### src/rtl/mips_alu_mdu.sv
// mips_alu_mdu: registered ALU with iterative MULTU/DIVU and HI/LO.
// Define ALU_OVF_EN to enable signed ADD/SUB overflow detection.
module mips_alu_mdu #(
   parameter int WIDTH = 32,
   parameter int CTL_W = 4
) (
   input  logic             CLK,
   input  logic             RESET,
   input  logic             in_valid,
   output logic             in_ready,
   input  logic [CTL_W-1:0] ALUCtl,
   input  logic [WIDTH-1:0] A,
   input  logic [WIDTH-1:0] B,
   output logic             out_valid,
   input  logic             out_ready,
   output logic [WIDTH-1:0] ALUOut,
   output logic             Zero,
   output logic [WIDTH-1:0] HI,
   output logic [WIDTH-1:0] LO,
   output logic             busy,
   output logic             Overflow,
   output logic             Fault
);

   localparam int CNT_W = $clog2(WIDTH);

   localparam logic [CTL_W-1:0] OP_AND   = CTL_W'(0);
   localparam logic [CTL_W-1:0] OP_OR    = CTL_W'(1);
   localparam logic [CTL_W-1:0] OP_ADD   = CTL_W'(2);
   localparam logic [CTL_W-1:0] OP_MULTU = CTL_W'(3);
   localparam logic [CTL_W-1:0] OP_DIVU  = CTL_W'(4);
   localparam logic [CTL_W-1:0] OP_SLTU  = CTL_W'(5);
   localparam logic [CTL_W-1:0] OP_SUB   = CTL_W'(6);
   localparam logic [CTL_W-1:0] OP_SLT   = CTL_W'(7);
   localparam logic [CTL_W-1:0] OP_MFHI  = CTL_W'(8);
   localparam logic [CTL_W-1:0] OP_MFLO  = CTL_W'(9);
   localparam logic [CTL_W-1:0] OP_NOR   = CTL_W'(12);

   typedef enum logic [1:0] {
      S_IDLE,
      S_MUL,
      S_DIV
   } state_t;

   state_t state, state_nxt;

   logic [WIDTH-1:0]   out_q, hi_q, lo_q;
   logic               vld_q, zero_q, fault_q;
   logic [2*WIDTH-1:0] acc, acc_nxt;
   logic [WIDTH-1:0]   opnd;
   logic [CNT_W-1:0]   cnt;
   logic [WIDTH:0]     mul_sum, div_dif;
   logic [WIDTH-1:0]   sum_c, dif_c, res_c;
   logic               unk_c;
   logic               accept, start_mul, start_div;
   logic               start_it, div_zero, last, done;

   assign in_ready = RESET && (state == S_IDLE)
                   && (!vld_q || out_ready);
   assign accept    = in_valid && in_ready;
   assign div_zero  = (ALUCtl == OP_DIVU) && (B == '0);
   assign start_mul = accept && (ALUCtl == OP_MULTU);
   assign start_div = accept && (ALUCtl == OP_DIVU) && !div_zero;
   assign start_it  = start_mul || start_div;
   assign busy      = (state != S_IDLE);
   assign last      = (cnt == CNT_W'(WIDTH - 1));
   assign done      = busy && last;

   assign out_valid = vld_q;
   assign ALUOut    = out_q;
   assign Zero      = zero_q;
   assign HI        = hi_q;
   assign LO        = lo_q;
   assign Fault     = fault_q;

   assign sum_c = A + B;
   assign dif_c = A - B;

   always_comb begin
      res_c = '0;
      unk_c = 1'b0;
      unique case (ALUCtl)
         OP_AND:  res_c = A & B;
         OP_OR:   res_c = A | B;
         OP_ADD:  res_c = sum_c;
         OP_SUB:  res_c = dif_c;
         OP_SLT:  res_c = {{(WIDTH-1){1'b0}},
                           ($signed(A) < $signed(B))};
         OP_SLTU: res_c = {{(WIDTH-1){1'b0}}, (A < B)};
         OP_NOR:  res_c = ~(A | B);
         OP_MFHI: res_c = hi_q;
         OP_MFLO: res_c = lo_q;
         OP_MULTU, OP_DIVU: res_c = '0;
         default: unk_c = 1'b1;
      endcase
   end

   // acc holds {partial, multiplier} for MUL, {remainder, quotient} for DIV
   always_comb begin
      mul_sum = {1'b0, acc[2*WIDTH-1:WIDTH]}
              + (acc[0] ? {1'b0, opnd} : {(WIDTH+1){1'b0}});
      div_dif = acc[2*WIDTH-1:WIDTH-1] - {1'b0, opnd};
      acc_nxt = {acc[2*WIDTH-2:0], 1'b0};
      if (state == S_MUL)
         acc_nxt = {mul_sum, acc[WIDTH-1:1]};
      else if (!div_dif[WIDTH])
         acc_nxt = {div_dif[WIDTH-1:0], acc[WIDTH-2:0], 1'b1};
   end

   always_comb begin
      state_nxt = state;
      unique case (state)
         S_IDLE: begin
            if (start_mul)      state_nxt = S_MUL;
            else if (start_div) state_nxt = S_DIV;
         end
         S_MUL, S_DIV: begin
            if (last) state_nxt = S_IDLE;
         end
         default: state_nxt = S_IDLE;
      endcase
   end

   always_ff @(posedge CLK) begin
      if (!RESET) begin
         state   <= S_IDLE;
         vld_q   <= 1'b0;
         out_q   <= '0;
         zero_q  <= 1'b1;
         fault_q <= 1'b0;
         hi_q    <= '0;
         lo_q    <= '0;
         acc     <= '0;
         opnd    <= '0;
         cnt     <= '0;
      end else begin
         state <= state_nxt;
         if (busy) begin
            acc <= acc_nxt;
            cnt <= cnt + CNT_W'(1);
            if (last) begin
               hi_q    <= acc_nxt[2*WIDTH-1:WIDTH];
               lo_q    <= acc_nxt[WIDTH-1:0];
               out_q   <= acc_nxt[WIDTH-1:0];
               zero_q  <= (acc_nxt[WIDTH-1:0] == '0);
               fault_q <= 1'b0;
               vld_q   <= 1'b1;
            end
         end else if (accept) begin
            if (start_it) begin
               vld_q <= 1'b0;
               cnt   <= '0;
               opnd  <= start_mul ? A : B;
               acc   <= {{WIDTH{1'b0}}, start_mul ? B : A};
            end else if (div_zero) begin
               lo_q    <= '1;
               hi_q    <= A;
               out_q   <= '1;
               zero_q  <= 1'b0;
               fault_q <= 1'b1;
               vld_q   <= 1'b1;
            end else begin
               out_q   <= res_c;
               zero_q  <= (res_c == '0);
               fault_q <= unk_c;
               vld_q   <= 1'b1;
            end
         end else if (vld_q && out_ready) begin
            vld_q <= 1'b0;
         end
      end
   end

`ifdef ALU_OVF_EN
   logic ovf_c, ovf_q;

   always_comb begin
      ovf_c = 1'b0;
      if (ALUCtl == OP_ADD)
         ovf_c = (A[WIDTH-1] == B[WIDTH-1])
              && (sum_c[WIDTH-1] != A[WIDTH-1]);
      else if (ALUCtl == OP_SUB)
         ovf_c = (A[WIDTH-1] != B[WIDTH-1])
              && (dif_c[WIDTH-1] != A[WIDTH-1]);
   end

   always_ff @(posedge CLK) begin
      if (!RESET)
         ovf_q <= 1'b0;
      else if (accept && !start_it)
         ovf_q <= ovf_c;
      else if (done)
         ovf_q <= 1'b0;
   end

   assign Overflow = ovf_q;
`else
   assign Overflow = 1'b0;
`endif

endmodule
### config.mk
export PLATFORM = sky130hd
export DESIGN_NAME = mips_alu_mdu
export DESIGN_NICKNAME = d
export VERILOG_FILES = /design/src/rtl/mips_alu_mdu.sv
export SDC_FILE = /design/constraint.sdc
export NUM_CORES = 1
export LEC_CHECK = 0
export ABC_AREA = 1
export CAP_MARGIN = 20
export CORE_MARGIN = 5
export CORE_UTILIZATION = 45
export DETAILED_ROUTE_END_ITERATION = 8
export PLACE_DENSITY = 0.63
export SLEW_MARGIN = 30
export SYNTH_ARGS = -nofsm -noshare
export SYNTH_HDL_FRONTEND = slang
export SYNTH_SLANG_ARGS = --single-unit
### constraint.sdc
create_clock -name CLK -period 3.9 [get_ports CLK]
set_input_delay 0.78 -clock CLK [delete_from_list [all_inputs] [get_ports CLK]]
set_output_delay 0.78 -clock CLK [all_outputs]
set_load 0.02 [all_outputs]
Word level (Yosys, flattened, before mapping) --
Cells that the tools add are included.
Word-level totals: flip-flop bits (word level) 202, bits of input ports 72, output and inout bits 102
Operators by class: mux-type cells 46, reduce and logical (&&, ||, !) cells 30, add/sub/neg operators 5, eq/ne operators 17, bitwise operators 4, order comparisons 2
Operators by type and width (number):
- $mux 32 | 17
- $mux 64 | 5
- $pmux 32 s9 | 1
- $logic_not 32->1 | 3
- $lt 32x32->1 | 2
- $add 32x32->33 | 1
- $sub 33x32->33 | 1
- $add 32x32->32 | 1
- $and 32x32->32 | 1
- $not 32->32 | 1
- $or 32x32->32 | 1
- $sub 32x32->32 | 1
- $eq 4x3->1 const B | 4
- $mux 1 | 16
- $mux 5 | 3
- $eq 4x4->1 const B | 3
- $reduce_or 11->1 | 1
- $eq 4x2->1 const B | 2
- $logic_and 1x1->1 | 8
- $reduce_bool 2->1 | 4
- $mux 2 | 3
- $reduce_and 2->1 | 3
- $reduce_and 3->1 | 2
- $add 5x1->5 const B | 1
- other kinds (16) | 19

Depth between registers and ports, before layout --
depth in word-level cells 10, gate-level depth with buffers 25, gate-level depth less buffers 24

Worst setup path after synthesis --
OpenSTA, ideal clock, no wires.
path kind input-to-reg, start point input port A[0], end point register zero_q (netlist: Zero), path slack 1.103 ns, setup time 0.058 ns, stages 22, arrival time 2.739 ns, cell sequence ha_1 inv_1 fa_1 inv_1 nand3_1 nand3_1 nand3_1 nand3_1 nand2_1 nand2_1 nand2_1 nand3_1 nand2_1 nor2_1 nand2_1 nor2_1 nand2_1 nor2_1 nand2_1 nand2_1 nand2_1 nand2_1
Between the ends: longest elaborated chain between the ends 8, elaborated cells on any way between the ends 13, classes of those cells 2 x add/sub; 2 x order compare; 5 x mux; 3 x bitwise; 1 x reduce/logical
RTL lines:
- start, declared | line 12 | input logic [WIDTH-1:0] A,
- branches (longest 2 deep; another with $sub 32x32->32)
- $pmux 32 s9 * | line 82 | unique case (ALUCtl)
- $logic_not 32->1 * | line 164 | zero_q <= (res_c == '0);
- $mux 1 * | line 155 | end else if (div_zero) begin
- $mux 1 * | line 150 | if (start_it) begin
- $mux 1 * | line 149 | end else if (accept) begin
- $mux 1 * | line 138 | if (busy) begin
- end signal, assigned | line 145 | zero_q <= (acc_nxt[WIDTH-1:0] == '0);
- end signal, assigned | line 164
- end, declared | line 48 | logic vld_q, zero_q, fault_q;
Mark *: on every way between the ends. The select of a mux whose other input is x is not followed. A chain may end at the register's enable or synchronous reset.

Final worst setup path --
start point register state[1], end point register zero_q (netlist: Zero)
Between the ends: longest elaborated chain between the ends 9, elaborated cells on any way between the ends 18, classes of those cells 3 x eq/ne; 3 x mux; 12 x reduce/logical
RTL lines:
- start, declared | line 45 | state_t state, state_nxt;
- start signal, assigned | line 137 | state <= state_nxt;
- branches (longest 9 deep; another with $mux 64)
Parallel ways; which one is timed is not known. The select of a mux whose other input is x is not followed.

==> metrics <==
status=finished with violations; violated checks=negative setup slack; met2 WL=~47000 um; nets=approximately 4200; GPL Wtd Cong=1.17; Worst-path clk slew=approximately 0.080 ns; ys flop type=dfxtp_1; # IOs=174; final slew viol count=0; CP Data Required Time=between 4 and 5 ns; Mapped Nets=between 3000 and 4000; largest net degree at the start of global routing=between 90 and 100; initial drt markers=just over 4000; clk_skew=about 0.034 ns; #FFs+latches synth=202; gr ovfl total=0; pwr/cell area=591 nW/um^2; combinational share of power=0.672; internal power=7.40 mW; sequential cell fraction of total power=0.173; crit path launch type=register; hold slack=0.469 ns; CP startpoint=state[1]; Cells after Synth=approximately 3500; layout cell share with drive strength beyond 1=0.135; top cells by area, synth=dfxtp_1 20%, nand2_1 19%, ha_1 10%, inv_1 8.7%, a21oi_1 8.5%; Area Growth Syn to Fin=30.7%; Hold Path Class=register to register; hold path depth=2; CTS root buf=clkbuf_16; Max Cap Violations=0; Max Root-Sink Buffers=3; vias in the first global route=25553; RSZ-0062 raised after global routing=no; die width=about 220 um; Synth cell types=between 50 and 60; WS Path Type=register to register; met3 WL=around 14000 um; Max Used Layer=met5; cts hold-fix bufs=0; Power Total=around 16 mW; sequential fraction of the synthesis area=0.200; leading area contributor after synthesis=dfxtp_1; H-tree Lvls=1; worst-path maximum fanout=34; total global-route track usage=0.414; final worst slack=-0.0841 ns; via/cell ratio=5.88; CTS Buf Count=24; Worst-Skew Late Latency=0.55 ns; Antenna Cells=0; average wire per standard cell=23.5 um; Synth Warn #=0; setup slack, reg-to-reg=-0.08 ns; crit path DAT=around 4.5 ns; # setup viols final=1; number of flops mapped to enable cells by yosys=0; clock sinks=around 200; routed vias=~27000; Die Ht=between 200 and 250 um; post-synth top area share=0.200; CTS tree=done; DP HPWL=~88000 um; fin crit period=3.98 ns; Rel. slew slack=0.380; Final Hold Vio Count=0; FILL cells=between 4000 and 5000; peak supply drop=2.74 mV; drt pass-1 iters=8; post-route ant nets=0; IO buf count=between 150 and 200; Worst Tran Pin Value=between 0.9 and 1 ns; Synth async-reset ratio=0; hold endpoint=ALUOut[31]; count leader, synth=nand2_1; f_max=between 0.2 and 0.3 GHz; reg-to-reg critical path endpoint=Zero; CORE AREA=~44000 um^2; worst r2r src=state[1]; post-synthesis cell area=20300 um^2; Initial Util=0.456; final core utilization=0.596; period utilisation layout=1.02; first-pass GRT wire length=approximately 160000 um; top cells by count, synth=1013 x nand2_1, 468 x inv_1, 343 x a21oi_1, 315 x nor2_1, 235 x nand3_1; worst hold start=ALUOut[31]; final WL=around 110000 um; Worst Reg-to-Reg Cells=13; antenna violations before repair=2; die area=49400 um^2; Setup crit end kind=register; Placement Rows=77; switching power=a little over 8 mW; Lkg Pwr=13.4 nW; M1 WL=40000 um; Syn Area/Cell=5.78 um^2; # DRC=0; Switching Share=0.527; clock network power share=0.155
worst max-delay path, cell delays in order (launching register included):
cell     delay [ns]
dfxtp_1        0.30
inv_1          0.10
ha_2           0.20
buf_4          0.39
mux2i_1        0.60
nand2_1        0.10
nor4_1         0.60
buf_4          0.23
nand4_1        0.33
nor4_1         0.55
nand3_1        0.25
nand2_1        0.14
nand2_1        0.07
nand2_1        0.06
worst max-delay path by stage:
stage                 end  slack (ns)
6_report             Zero       -0.08
5_1_grt        ALUOut[30]       0.009
4_1_cts              Zero        0.18
3_5_place_dp         Zero       -0.55
3_3_place_gp         Zero       -0.65
2_1_floorplan        Zero        1.10
power groups by stage:
stage | Combinational, mW | Clock [mW] | Sequential [mW]
2_1_floorplan | 6.33 | 0 | 2.73
3_3_place_gp | 9.95 | 0 | 2.71
3_5_place_dp | 10.0 | 0 | 2.72
4_1_cts | 10.1 | 2.42 | 2.68
5_1_grt | 11.3 | 2.51 | 2.72
6_report | 10.5 | 2.43 | 2.70
metal layers:
metal / track usage / up-vias
met1: 0.517 / 12444
li1: - / 12450
met2: 0.655 / 1848
met4: 0.223 / 4
met3: 0.105 / 386
met5: 0 / -
cells by family (layout without fill, tap and decap cells):
logic type	after synthesis	in the layout	share of synthesized area
AO/OA/AOI/OAI	799	799	0.220
XOR/XNOR	34	34	0.0147
adder cells (fa/ha/maj)	171	171	0.107
buffers and inverters	630	1149	0.122
flip-flops	202	202	0.200
multiplexers	4	4	0.00198
other	1	1	0.000185
AND/OR/NAND/NOR	1662	1662	0.335
cell usage in the layout (no fill, tap or decap), types with 4 or more instances in the layout:
cell type / Yosys / final
a211oi_1: 23 / 23
a21o_1: 11 / 11
a21oi_1: 343 / 342
a221oi_1: 17 / 17
a22o_1: 9 / 9
a31oi_1: 62 / 62
buf_12: 0 / 9
buf_4: 12 / 450
clkbuf_16: 0 / 24
clkdlybuf4s50_1: 0 / 171
dfxtp_1: 202 / 202
fa_1: 4 / 4
ha_1: 167 / 165
inv_1: 468 / 467
inv_2: 6 / 7
mux2i_1: 4 / 4
nand2_1: 1013 / 1012
nand3_1: 235 / 235
nand3b_1: 9 / 9
nand4_1: 28 / 28
nor2_1: 315 / 310
nor2_2: 1 / 5
nor3_1: 28 / 28
nor4_1: 7 / 7
o211ai_1: 11 / 11
o21a_1: 4 / 4
o21ai_0: 214 / 214
o21ai_1: 34 / 34
o21bai_1: 13 / 13
o221ai_1: 10 / 10
o22ai_1: 38 / 38
or2_2: 12 / 12
xnor2_1: 14 / 14
xor2_1: 20 / 19
layout make-up:
type,count,area (um^2),share of cell area
multi-input cells,2671,13800,0.521
repair buffers,630,5270,0.199
flip-flops and latches,202,4040,0.153
inverters,476,1790,0.0676
well taps,592,741,0.0280
clock buffers,27,632,0.0239
clock inverters,16,209,0.00789
metrics by stage:
| step | cell area (um^2) | TNS (ns) | setup slack [ns] | instances |
|---|---|---|---|---|
| detailed placement | 25600 | -1.93 | -0.550 | 4571 |
| finish | 26500 | -0.0841 | -0.0841 | 4614 |
| floorplan | 20300 | 0 | 1.10 | 3503 |
| global route | 26500 | 0 | 0.00928 | 4614 |
| CTS | 26500 | 0 | 0.181 | 4614 |
| global placement | 25600 | -2.06 | -0.653 | 4571 |
state kept, by name (all words and copies together) (netlist names):
signal     cells
HI            32
LO            32
opnd          32
acc           64
Fault          1
cnt            5
Zero           1
state          2
out_valid      1
ALUOut        32
what timing repair did:
action / CTS / global route
gates resized for setup: 1 / 3
endpoints found under the setup margin: 1 / 17
setup buffers: 0 / 0
(Power assumes the default switching activity.)
